`src/rtl/muldiv_pkg.sv`:
```
// Shared definitions for the EX-stage iterative multiply/divide unit:
// op encodings, control FSM states and iteration counter width.
package muldiv_pkg;

    localparam int MD_WIDTH = 32;
    localparam int CNT_W    = $clog2(MD_WIDTH);

    localparam logic [1:0] OP_MULT  = 2'b00;
    localparam logic [1:0] OP_MULTU = 2'b01;
    localparam logic [1:0] OP_DIV   = 2'b10;
    localparam logic [1:0] OP_DIVU  = 2'b11;

    typedef enum logic [1:0] {
        IDLE = 2'b00,
        CALC = 2'b01,
        FIX  = 2'b10
    } state_e;

endpackage

```
`src/rtl/muldiv_datapath.sv`:
```
// Magnitude shift-add multiplier / restoring divider sharing one 2*WIDTH
// accumulator, plus the final two's-complement sign correction.
module muldiv_datapath
    import muldiv_pkg::*;
#(
    parameter int WIDTH = MD_WIDTH
) (
    input  logic             clk,
    input  logic             reset,
    input  logic             load,
    input  logic             step,
    input  logic [1:0]       op,
    input  logic [WIDTH-1:0] operand_a,
    input  logic [WIDTH-1:0] operand_b,
    output logic [WIDTH-1:0] res_hi,
    output logic [WIDTH-1:0] res_lo
);

    // Multiply: acc = {partial product, multiplier}. Divide: acc = {remainder, quotient}.
    logic [2*WIDTH-1:0] acc_r;
    logic [WIDTH-1:0]   opnd_r;
    logic               is_div_r;
    logic               neg_q_r;
    logic               neg_rem_r;

    logic               is_div_s;
    logic               sign_a_s;
    logic               sign_b_s;
    logic [WIDTH-1:0]   a_mag_s;
    logic [WIDTH-1:0]   b_mag_s;
    logic [WIDTH:0]     mul_sum_s;
    logic [WIDTH:0]     div_part_s;
    logic [WIDTH+1:0]   div_diff_s;
    logic [2*WIDTH-1:0] acc_next_s;
    logic [2*WIDTH-1:0] prod_neg_s;

    // Operand decode: magnitudes and sign flags for the op being started
    always_comb begin
        is_div_s = (op == OP_DIV) || (op == OP_DIVU);
        sign_a_s = ((op == OP_MULT) || (op == OP_DIV)) && operand_a[WIDTH-1];
        sign_b_s = ((op == OP_MULT) || (op == OP_DIV)) && operand_b[WIDTH-1];
        a_mag_s  = sign_a_s ? (~operand_a + WIDTH'(1)) : operand_a;
        b_mag_s  = sign_b_s ? (~operand_b + WIDTH'(1)) : operand_b;
    end

    // One radix-2 iteration; a borrow out of the subtract means "restore"
    always_comb begin
        mul_sum_s  = {1'b0, acc_r[2*WIDTH-1:WIDTH]} + {1'b0, opnd_r};
        div_part_s = {acc_r[2*WIDTH-1:WIDTH], acc_r[WIDTH-1]};
        div_diff_s = {1'b0, div_part_s} - {2'b00, opnd_r};
        if (is_div_r) begin
            if (div_diff_s[WIDTH+1]) begin
                acc_next_s = {div_part_s[WIDTH-1:0], acc_r[WIDTH-2:0], 1'b0};
            end else begin
                acc_next_s = {div_diff_s[WIDTH-1:0], acc_r[WIDTH-2:0], 1'b1};
            end
        end else if (acc_r[0]) begin
            acc_next_s = {mul_sum_s, acc_r[WIDTH-1:1]};
        end else begin
            acc_next_s = {1'b0, acc_r[2*WIDTH-1:1]};
        end
    end

    // Accumulator, operand and sign-flag registers
    always_ff @(posedge clk or negedge reset) begin
        if (!reset) begin
            acc_r     <= '0;
            opnd_r    <= '0;
            is_div_r  <= 1'b0;
            neg_q_r   <= 1'b0;
            neg_rem_r <= 1'b0;
        end else if (load) begin
            acc_r     <= {{WIDTH{1'b0}}, (is_div_s ? a_mag_s : b_mag_s)};
            opnd_r    <= is_div_s ? b_mag_s : a_mag_s;
            is_div_r  <= is_div_s;
            neg_q_r   <= sign_a_s ^ sign_b_s;
            neg_rem_r <= sign_a_s;
        end else if (step) begin
            acc_r <= acc_next_s;
        end else begin
            acc_r <= acc_r;
        end
    end

    // Sign correction of the finished magnitudes
    always_comb begin
        prod_neg_s = ~acc_r + (2*WIDTH)'(1);
        if (is_div_r) begin
            res_lo = neg_q_r ? (~acc_r[WIDTH-1:0] + WIDTH'(1)) : acc_r[WIDTH-1:0];
            res_hi = neg_rem_r ? (~acc_r[2*WIDTH-1:WIDTH] + WIDTH'(1))
                               : acc_r[2*WIDTH-1:WIDTH];
        end else if (neg_q_r) begin
            {res_hi, res_lo} = prod_neg_s;
        end else begin
            {res_hi, res_lo} = acc_r;
        end
    end

endmodule

```
`src/rtl/ex_muldiv_unit.sv`:
```
// EX-stage multiply/divide unit: control FSM, HI/LO architectural registers,
// MTHI/MTLO writes and the pipeline stall request.
module ex_muldiv_unit
    import muldiv_pkg::*;
#(
    parameter int WIDTH = MD_WIDTH
) (
    input  logic             clk,
    input  logic             reset,
    input  logic             start,
    input  logic [1:0]       op,
    input  logic [WIDTH-1:0] operand_a,
    input  logic [WIDTH-1:0] operand_b,
    input  logic             flush,
    input  logic             hi_lo_access,
    input  logic             hi_we,
    input  logic             lo_we,
    input  logic [WIDTH-1:0] wdata,
    output logic [WIDTH-1:0] hi,
    output logic [WIDTH-1:0] lo,
    output logic             busy,
    output logic             done,
    output logic             stall_req
);

    state_e             state_r;
    state_e             next_state_s;
    logic [CNT_W-1:0]   count_r;
    logic [WIDTH-1:0]   hi_r;
    logic [WIDTH-1:0]   lo_r;
    logic               done_r;
    logic               accept_s;
    logic               mt_we_s;
    logic               commit_s;
    logic [WIDTH-1:0]   res_hi_s;
    logic [WIDTH-1:0]   res_lo_s;

    // A squashed instruction neither starts an op nor writes HI/LO
    assign accept_s = (state_r == IDLE) && start && !flush;
    assign mt_we_s  = (state_r == IDLE) && !start && !flush;
    assign commit_s = (state_r == FIX) && !flush;

    assign busy      = (state_r != IDLE);
    assign stall_req = busy && (start || hi_lo_access);
    assign hi        = hi_r;
    assign lo        = lo_r;
    assign done      = done_r;

    muldiv_datapath #(.WIDTH(WIDTH)) u_datapath (
        .clk       (clk),
        .reset     (reset),
        .load      (accept_s),
        .step      (state_r == CALC),
        .op        (op),
        .operand_a (operand_a),
        .operand_b (operand_b),
        .res_hi    (res_hi_s),
        .res_lo    (res_lo_s)
    );

    // Next-state logic
    always_comb begin
        next_state_s = state_r;
        case (state_r)
            IDLE: begin
                if (accept_s) begin
                    next_state_s = CALC;
                end else begin
                    next_state_s = IDLE;
                end
            end
            CALC: begin
                if (flush) begin
                    next_state_s = IDLE;
                end else if (count_r == CNT_W'(WIDTH - 1)) begin
                    next_state_s = FIX;
                end else begin
                    next_state_s = CALC;
                end
            end
            FIX:     next_state_s = IDLE;
            default: next_state_s = IDLE;
        endcase
    end

    // State and iteration counter
    always_ff @(posedge clk or negedge reset) begin
        if (!reset) begin
            state_r <= IDLE;
            count_r <= '0;
        end else begin
            state_r <= next_state_s;
            if (accept_s) begin
                count_r <= '0;
            end else if (state_r == CALC) begin
                count_r <= count_r + CNT_W'(1);
            end else begin
                count_r <= count_r;
            end
        end
    end

    // HI/LO: result commit has precedence; MTHI/MTLO only when idle
    always_ff @(posedge clk or negedge reset) begin
        if (!reset) begin
            hi_r   <= '0;
            lo_r   <= '0;
            done_r <= 1'b0;
        end else begin
            done_r <= commit_s;
            if (commit_s) begin
                hi_r <= res_hi_s;
                lo_r <= res_lo_s;
            end else if (mt_we_s) begin
                if (hi_we) begin
                    hi_r <= wdata;
                end else begin
                    hi_r <= hi_r;
                end
                if (lo_we) begin
                    lo_r <= wdata;
                end else begin
                    lo_r <= lo_r;
                end
            end else begin
                hi_r <= hi_r;
                lo_r <= lo_r;
            end
        end
    end

endmodule

```
`config.mk`:
```
export PLATFORM = sky130hd
export DESIGN_NAME = ex_muldiv_unit
export DESIGN_NICKNAME = d
export VERILOG_FILES = /design/src/rtl/muldiv_pkg.sv /design/src/rtl/muldiv_datapath.sv /design/src/rtl/ex_muldiv_unit.sv
export SDC_FILE = /design/constraint.sdc
export NUM_CORES = 1
export LEC_CHECK = 0
export ABC_AREA = 1
export BUFFER_PORTS_ARGS = -buffer_cell sky130_fd_sc_hd__buf_2
export CAP_MARGIN = 20
export CORE_MARGIN = 1.5
export CORE_UTILIZATION = 31
export CTS_BUF_LIST = sky130_fd_sc_hd__clkbuf_16
export DETAILED_ROUTE_END_ITERATION = 6
export PLACE_DENSITY = 0.52
export SKIP_LAST_GASP = 1
export SYNTH_ARGS = -nofsm -noshare
export SYNTH_HDL_FRONTEND = slang
export SYNTH_HIERARCHICAL = 1
export SYNTH_SLANG_ARGS = --single-unit
```
`constraint.sdc`:
```
create_clock -name clk -period 6.1 [get_ports clk]
set_input_delay 0.305 -clock clk [delete_from_list [all_inputs] [get_ports clk]]
set_output_delay 0.305 -clock clk [all_outputs]
set_load 0.05 [all_outputs]
```
Word-level counts from Yosys, hierarchy flattened
Cells that the tools add are included.

word-level totals
  flip-flop bits (word level) = 171
  output and inout bits = 67
  latch bits = 0
  word-level logic and storage cells = 78
  memories kept = 0
  input port bits = 105
  memory bits (writable) = 0
  memory bits (read-only) = 0

cells by class
  shift-type cells = 0
  mux-type cells = 27
  bitwise gates (word level) = 6
  $add $sub $neg = 8
  multipliers = 0
  divide/modulo/power cells = 0
  reductions and logical operators = 22
  order comparisons = 0
  equality and inequality tests = 5

operators by type and width
  cell                                                  number
  two-way mux 32 bit                                    16
  two-way mux 64 bit                                    5
  adder 32 x 1 -> 32 bit (second input constant)        4
  NOT 32 bit                                            4
  adder 64 x 1 -> 64 bit (second input constant)        1
  NOT 64 bit                                            1
  subtractor 33 x 32 -> 34 bit                          1
  adder 32 x 32 -> 33 bit                               1
  two-way mux 5 bit                                     2
  nonzero test 2 bit                                    5
  logical AND 1 bit                                     8
  equality test 2 bit (second input constant)           3
  adder 5 x 1 -> 5 bit (second input constant)          1
  equality test 5 bit (second input constant)           1
  logical NOT 2 bit                                     2
  two-way mux 2 bit                                     2
  case mux 2 bit (2 select lines)                       1
  AND reduction 2 bit                                   2
  logical OR 1 bit                                      3
  equality test 2 x 1 -> 1 bit (second input constant)  1
  logical NOT 1 bit                                     2
  two-way mux 1 bit                                     1
  bitwise XOR 1 bit                                     1

Depth between registers and ports, before layout
  word-level depth = 6
  gate-level depth with buffers = 19
  gate-level depth less buffers = 18

Hierarchy
Netlist, hierarchy kept.

by module, submodules not included
  module           cells an instance  seq. area each (um^2)  times used  area each (um^2)
  muldiv_datapath  2,730              2,477.4                1           15,217.1
  ex_muldiv_unit   502                1,801.7                1           3,604.7

Worst setup path before layout
No wires, ideal clock.

  path type = register to register
  from = register u_datapath.acc_r[0]
  to = register lo_r[28], in the netlist lo[28]
  arrival = 2,357 ps
  stages on the path, launching flop included = 18
  data required time = 5,981 ps
  period minus slack after synthesis = 2,476 ps
  setup slack = 3,624 ps
  library setup time = 119 ps
  buffers on the path = 2
  cell sequence = dfrtp_1 > buf_2 > inv_4 > clkbuf_1 > ha_1 > nand3_2 > nor2_2 > nand2_1 > nor2_2 > nand2_1 > nand2_1 > o21a_2 > o21ai_0 > xor2_1 > nand3_1 > nand2_1 > nand2_1 > nand2_1

on the way
  cells in the longest elaborated chain, start to end = 5
  elaborated cells between the ends (all ways) = 8
  those cells by class = add/sub: 2; mux: 4; bitwise: 2

RTL lines
  item                                                                     line                                          source
  start: declaration                                                       muldiv_datapath.sv:20                         logic [2*WIDTH-1:0] acc_r;
  start signal: assignment                                                 muldiv_datapath.sv:73                         acc_r <= {{WIDTH{1'b0}}, (is_div_s ? a_mag_s : b_mag_s)};
  start signal: assignment                                                 muldiv_datapath.sv:79                         acc_r <= acc_next_s;
  start signal: assignment                                                 muldiv_datapath.sv:81                         acc_r <= acc_r;
  NOT 64 bit / NOT 32 bit (equally long branches)                          muldiv_datapath.sv:87, muldiv_datapath.sv:89
  adder 64 x 1 -> 64 bit / adder 32 x 1 -> 32 bit (equally long branches)  muldiv_datapath.sv:87, muldiv_datapath.sv:89
  two-way mux 32 bit, on equally long branches                             muldiv_datapath.sv:92, muldiv_datapath.sv:89
  two-way mux 32 bit *                                                     muldiv_datapath.sv:88                         if (is_div_r) begin
  net res_lo_s[28]                                                         ex_muldiv_unit.sv:36                          logic [WIDTH-1:0] res_lo_s;
  two-way mux 32 bit *                                                     ex_muldiv_unit.sv:111                         if (commit_s) begin
  end signal: assignment                                                   ex_muldiv_unit.sv:113                         lo_r <= res_lo_s;
  end signal: assignment                                                   ex_muldiv_unit.sv:121                         lo_r <= wdata;
  end signal: assignment                                                   ex_muldiv_unit.sv:123                         lo_r <= lo_r;
  end: declaration                                                         ex_muldiv_unit.sv:30                          logic [WIDTH-1:0] lo_r;

The timed path passes the listed nets; every way through them passes the cells marked *.
A chain may end at the register's enable or synchronous reset.

Final worst setup path
  from = register state_r[0]
  to = register u_datapath.acc_r[0]

on the way
  cells in the longest elaborated chain, start to end = 4
  elaborated cells between the ends (all ways) = 6
  those cells by class = eq/ne: 1; mux: 1; reduce/logical: 4

RTL lines
  item                                                             line                  source
  start: declaration                                               ex_muldiv_unit.sv:26  state_e state_r;
  start signal: assignment                                         ex_muldiv_unit.sv:92  state_r <= next_state_s;
  logical NOT 2 bit *                                              ex_muldiv_unit.sv:39  assign accept_s = (state_r == IDLE) && start && !flush;
  logical AND 1 bit * (2 in series)                                ex_muldiv_unit.sv:39
  net accept_s                                                     ex_muldiv_unit.sv:32  logic accept_s;
  two-way mux 64 bit / nonzero test 2 bit (equally long branches)  -

Marked as above.

==> results.toml <==
[sta]
slew_violations = 0
fmax_ghz = 0.306
whs_ns = 0.0334
worstMarginPinSlew_ns = 0.951
fin_tns_setup_ns = 0
slew_headroom_pct = 36.3
setup_violations = 0
fin_crit_sh_pct = 53.5
period_needed_ns = 3.26
rsz0062_at_grt = "false"
hold_viol = 0
worst_clock_skew_ns = 0.0255

[detailed_routing]
vias = 20700
vias_per_cell = 5.03
met3_length_um = 5260
wl_per_cell_um = 19.2
drtAntennaViolNets = 0
drc = 0
drtIter0Drc = 1896
first_pass_iters = 6
wl_met2_um = 33600
wl_um = 79000
m1WireLength_um = 37300
dr.max_layer_used = "met4"

[cts]
htreeDepth = 4
clock_sinks = 171
cts_tree = "yes"
cts_setup_buffers = 0
clk_latency_ns = 0.49
cts.clk_slew.worst_paths_ns = 0.07
cts_made_buffers = 17
cts_resized = 0
cts_root_buf = "clkbuf_16"
clockBufferDepth = 2

[logic_synthesis]
synth_top_family_by_area = "simple AND/OR/NAND/NOR gates"
synth_common_cells = "nand2_1 (1244), inv_1 (421), nand3_1 (270), nor2_1 (269), dfrtp_1 (171)"
synth_edf_count = 0
synthMuxAreaShare_pct = 0
syn_avg_cell_area_um2 = 5.82
synthArstFlopShare_pct = 100
synth_area_leader_cell = "nand2_1"
ys.flop_type = "dfrtp_1"
postSynthCellCount = 3232
synth_compound_area_share_pct = 11.8
syn_nets = 3409
synth-seq-area-share_pct = 22.7
synthDistinctLibCells = 59
yosysWarnings = 6
synthTopCellsByArea = "nand2_1 (25%), dfrtp_1 (23%), inv_1 (8.4%)"
synth.most_common_cell = "nand2_1"
synth_top_area_share_pct = 24.8
synth_xor_area_share_pct = 6.42
syn-cell-area_um2 = 18800
ys_ff_latch = 171
synthSimpleGateAreaFrac_pct = 42.5
synth_fa_ha_area_share_pct = 4.87

[global_route]
grt_pass1_vias = 19400
grt_max_degree = 81
overflow = 0
grt_pass1_wl_um = 120000
grtUsageTotal_pct = 25.1
antenna_found_initial = 0

[worst_setup_path]
worstRegToRegCells = 9
crit_type = "flop to flop"
r2r_start = "state_r[0]"
crit_path_max_fanout = 43
critPathMaxStageDelay_ns = 0.55
cp-startpoint = "state_r[0]"
worst_ep_required_time_ns = 6.44
crit_chain = "nor2_4, nand3_1, inv_1, buf_4, nand2_1, clkinv_1, buf_4, a221oi_1, a22oi_1"
r2r_slack_ns = 2.84
reg2reg_to = "u_datapath/acc_r[0]"
crit_top_cell = "buf_4"
worstPathArrival_ns = 3.60
crit_path_end = "u_datapath/acc_r[0]"
cpMaxStageDelayCell = "clkinv_1"
endpoint_kind = "flop"
crit_path_start_kind = "flop"

[layout]
diodes = 0
syn_to_final_growth_pct = 11.1
final_design_area_no_fill_um2 = 20900
drive_gt1_share_pct = 9.58
final_cells = 4123
num-nets-final = 3505

[floorplan]
rows = 90
fp.dieH_um = 249
coreArea_um2 = 60100
start_util_pct = 31.3
die_area_um2 = 62200
io_pins = 172
fp.dieW_um = 249

[placed_design]
dp_cells = 4090
port_buffers = 171
dp_hpwl_um = 64400
place_area_um2 = 20300
gp_congestion = 0.994

[pwr]
powerDensity_nw_per_um2 = 466
p_leak_uw = 0.0111
power_uw = 9730
ir_worst_vdd_uv = 251

[worst_hold_path]
hp-class = "input port to flop"

[flow_run]
cap_violations = 0

[outcome]
status = "finished, final reports clean"
## logic make-up (layout without fill, tap and decap cells)
family                   after synthesis  in the layout
buffers and inverters                556            665
flip-flops                           171            171
AO/OA/AOI/OAI                        367            367
AND/OR/NAND/NOR                     1928           1928
adder cells (fa/ha/maj)               72             72
XOR/XNOR                             138            138
## how the worst min path moves through the flow
stage / start / to / cells past startpoint
finish: flush / state_r[1] / 2
global route: flush / state_r[1] / 2
CTS: flush / state_r[1] / 2
detailed placement: reset / lo[19] / 1
global placement: reset / lo[19] / 1
floorplan: reset / count_r[0] / 0
## stage by stage
stage,utilization (%),setup WS (ns)
after floorplan,-,3.62
after global placement,33.8,3.01
after detailed placement,33.8,2.94
after CTS,34.8,2.91
after global routing,34.8,2.64
final,34.8,2.84
## where the power goes
| group | leakage, uW | internal [uW] | switching (uW) |
|---|---|---|---|
| clock | 0.000287 | 577 | 561 |
| sequential | 0.00213 | 1440 | 760 |
| combinational | 0.00871 | 1910 | 4480 |
## state kept, by name (all words and copies together) (netlist names)
signal                cells
u_datapath/acc_r         64
hi                       32
lo                       32
u_datapath/opnd_r        32
count_r                   5
state_r                   2
done                      1
u_datapath/is_div_r       1
u_datapath/neg_q_r        1
u_datapath/neg_rem_r      1
## critical path, delay by kind of cell (launching register included)
family | cells | cell delay (ns)
AOI/OAI and AO/OA | 2 | 0.52
buffers and inverters | 4 | 1.37
DFF | 1 | 0.44
and+or+nand+nor | 3 | 0.76
## metal layers
metal  up-vias  global-route usage (%)
met2       685                    37.8
met4         0                    9.37
met3       106                    3.46
met5         -                       0
li1      10400                       -
met1      9572                    36.3
## final cells by class
cell class,count,area (um^2)
Fill cell,6962,39200
Multi-Input combinational cell,2505,12400
Clock buffer,17,425
Clock inverter,15,160
Tap cell,782,978
Timing Repair Buffer,194,1040
Inverter,439,1650
Sequential cell,171,4280
## cell usage in the layout, fill, tap and decap left out, drive strengths merged, types with 9 or more instances in the layout
cell type,netlist,routed
nor2,289,289
o211ai,38,38
nand4,35,35
clkbuf,55,17
dfrtp,171,171
nor3,36,36
a22oi,12,12
o21ai,143,143
xnor2,14,14
nand3,273,273
inv,435,442
o221ai,19,19
o21bai,9,9
ha,70,70
a21oi,122,122
xor2,124,124
buf,62,193
nand3b,13,13
clkinv,4,9
nand2,1262,1262
## timing repair
action | CTS | global route
setup endpoints to repair | 0 | 0
hold buffers | 1 | 0
hold endpoints to repair | 75 | 0
(Power assumes the default switching activity.)
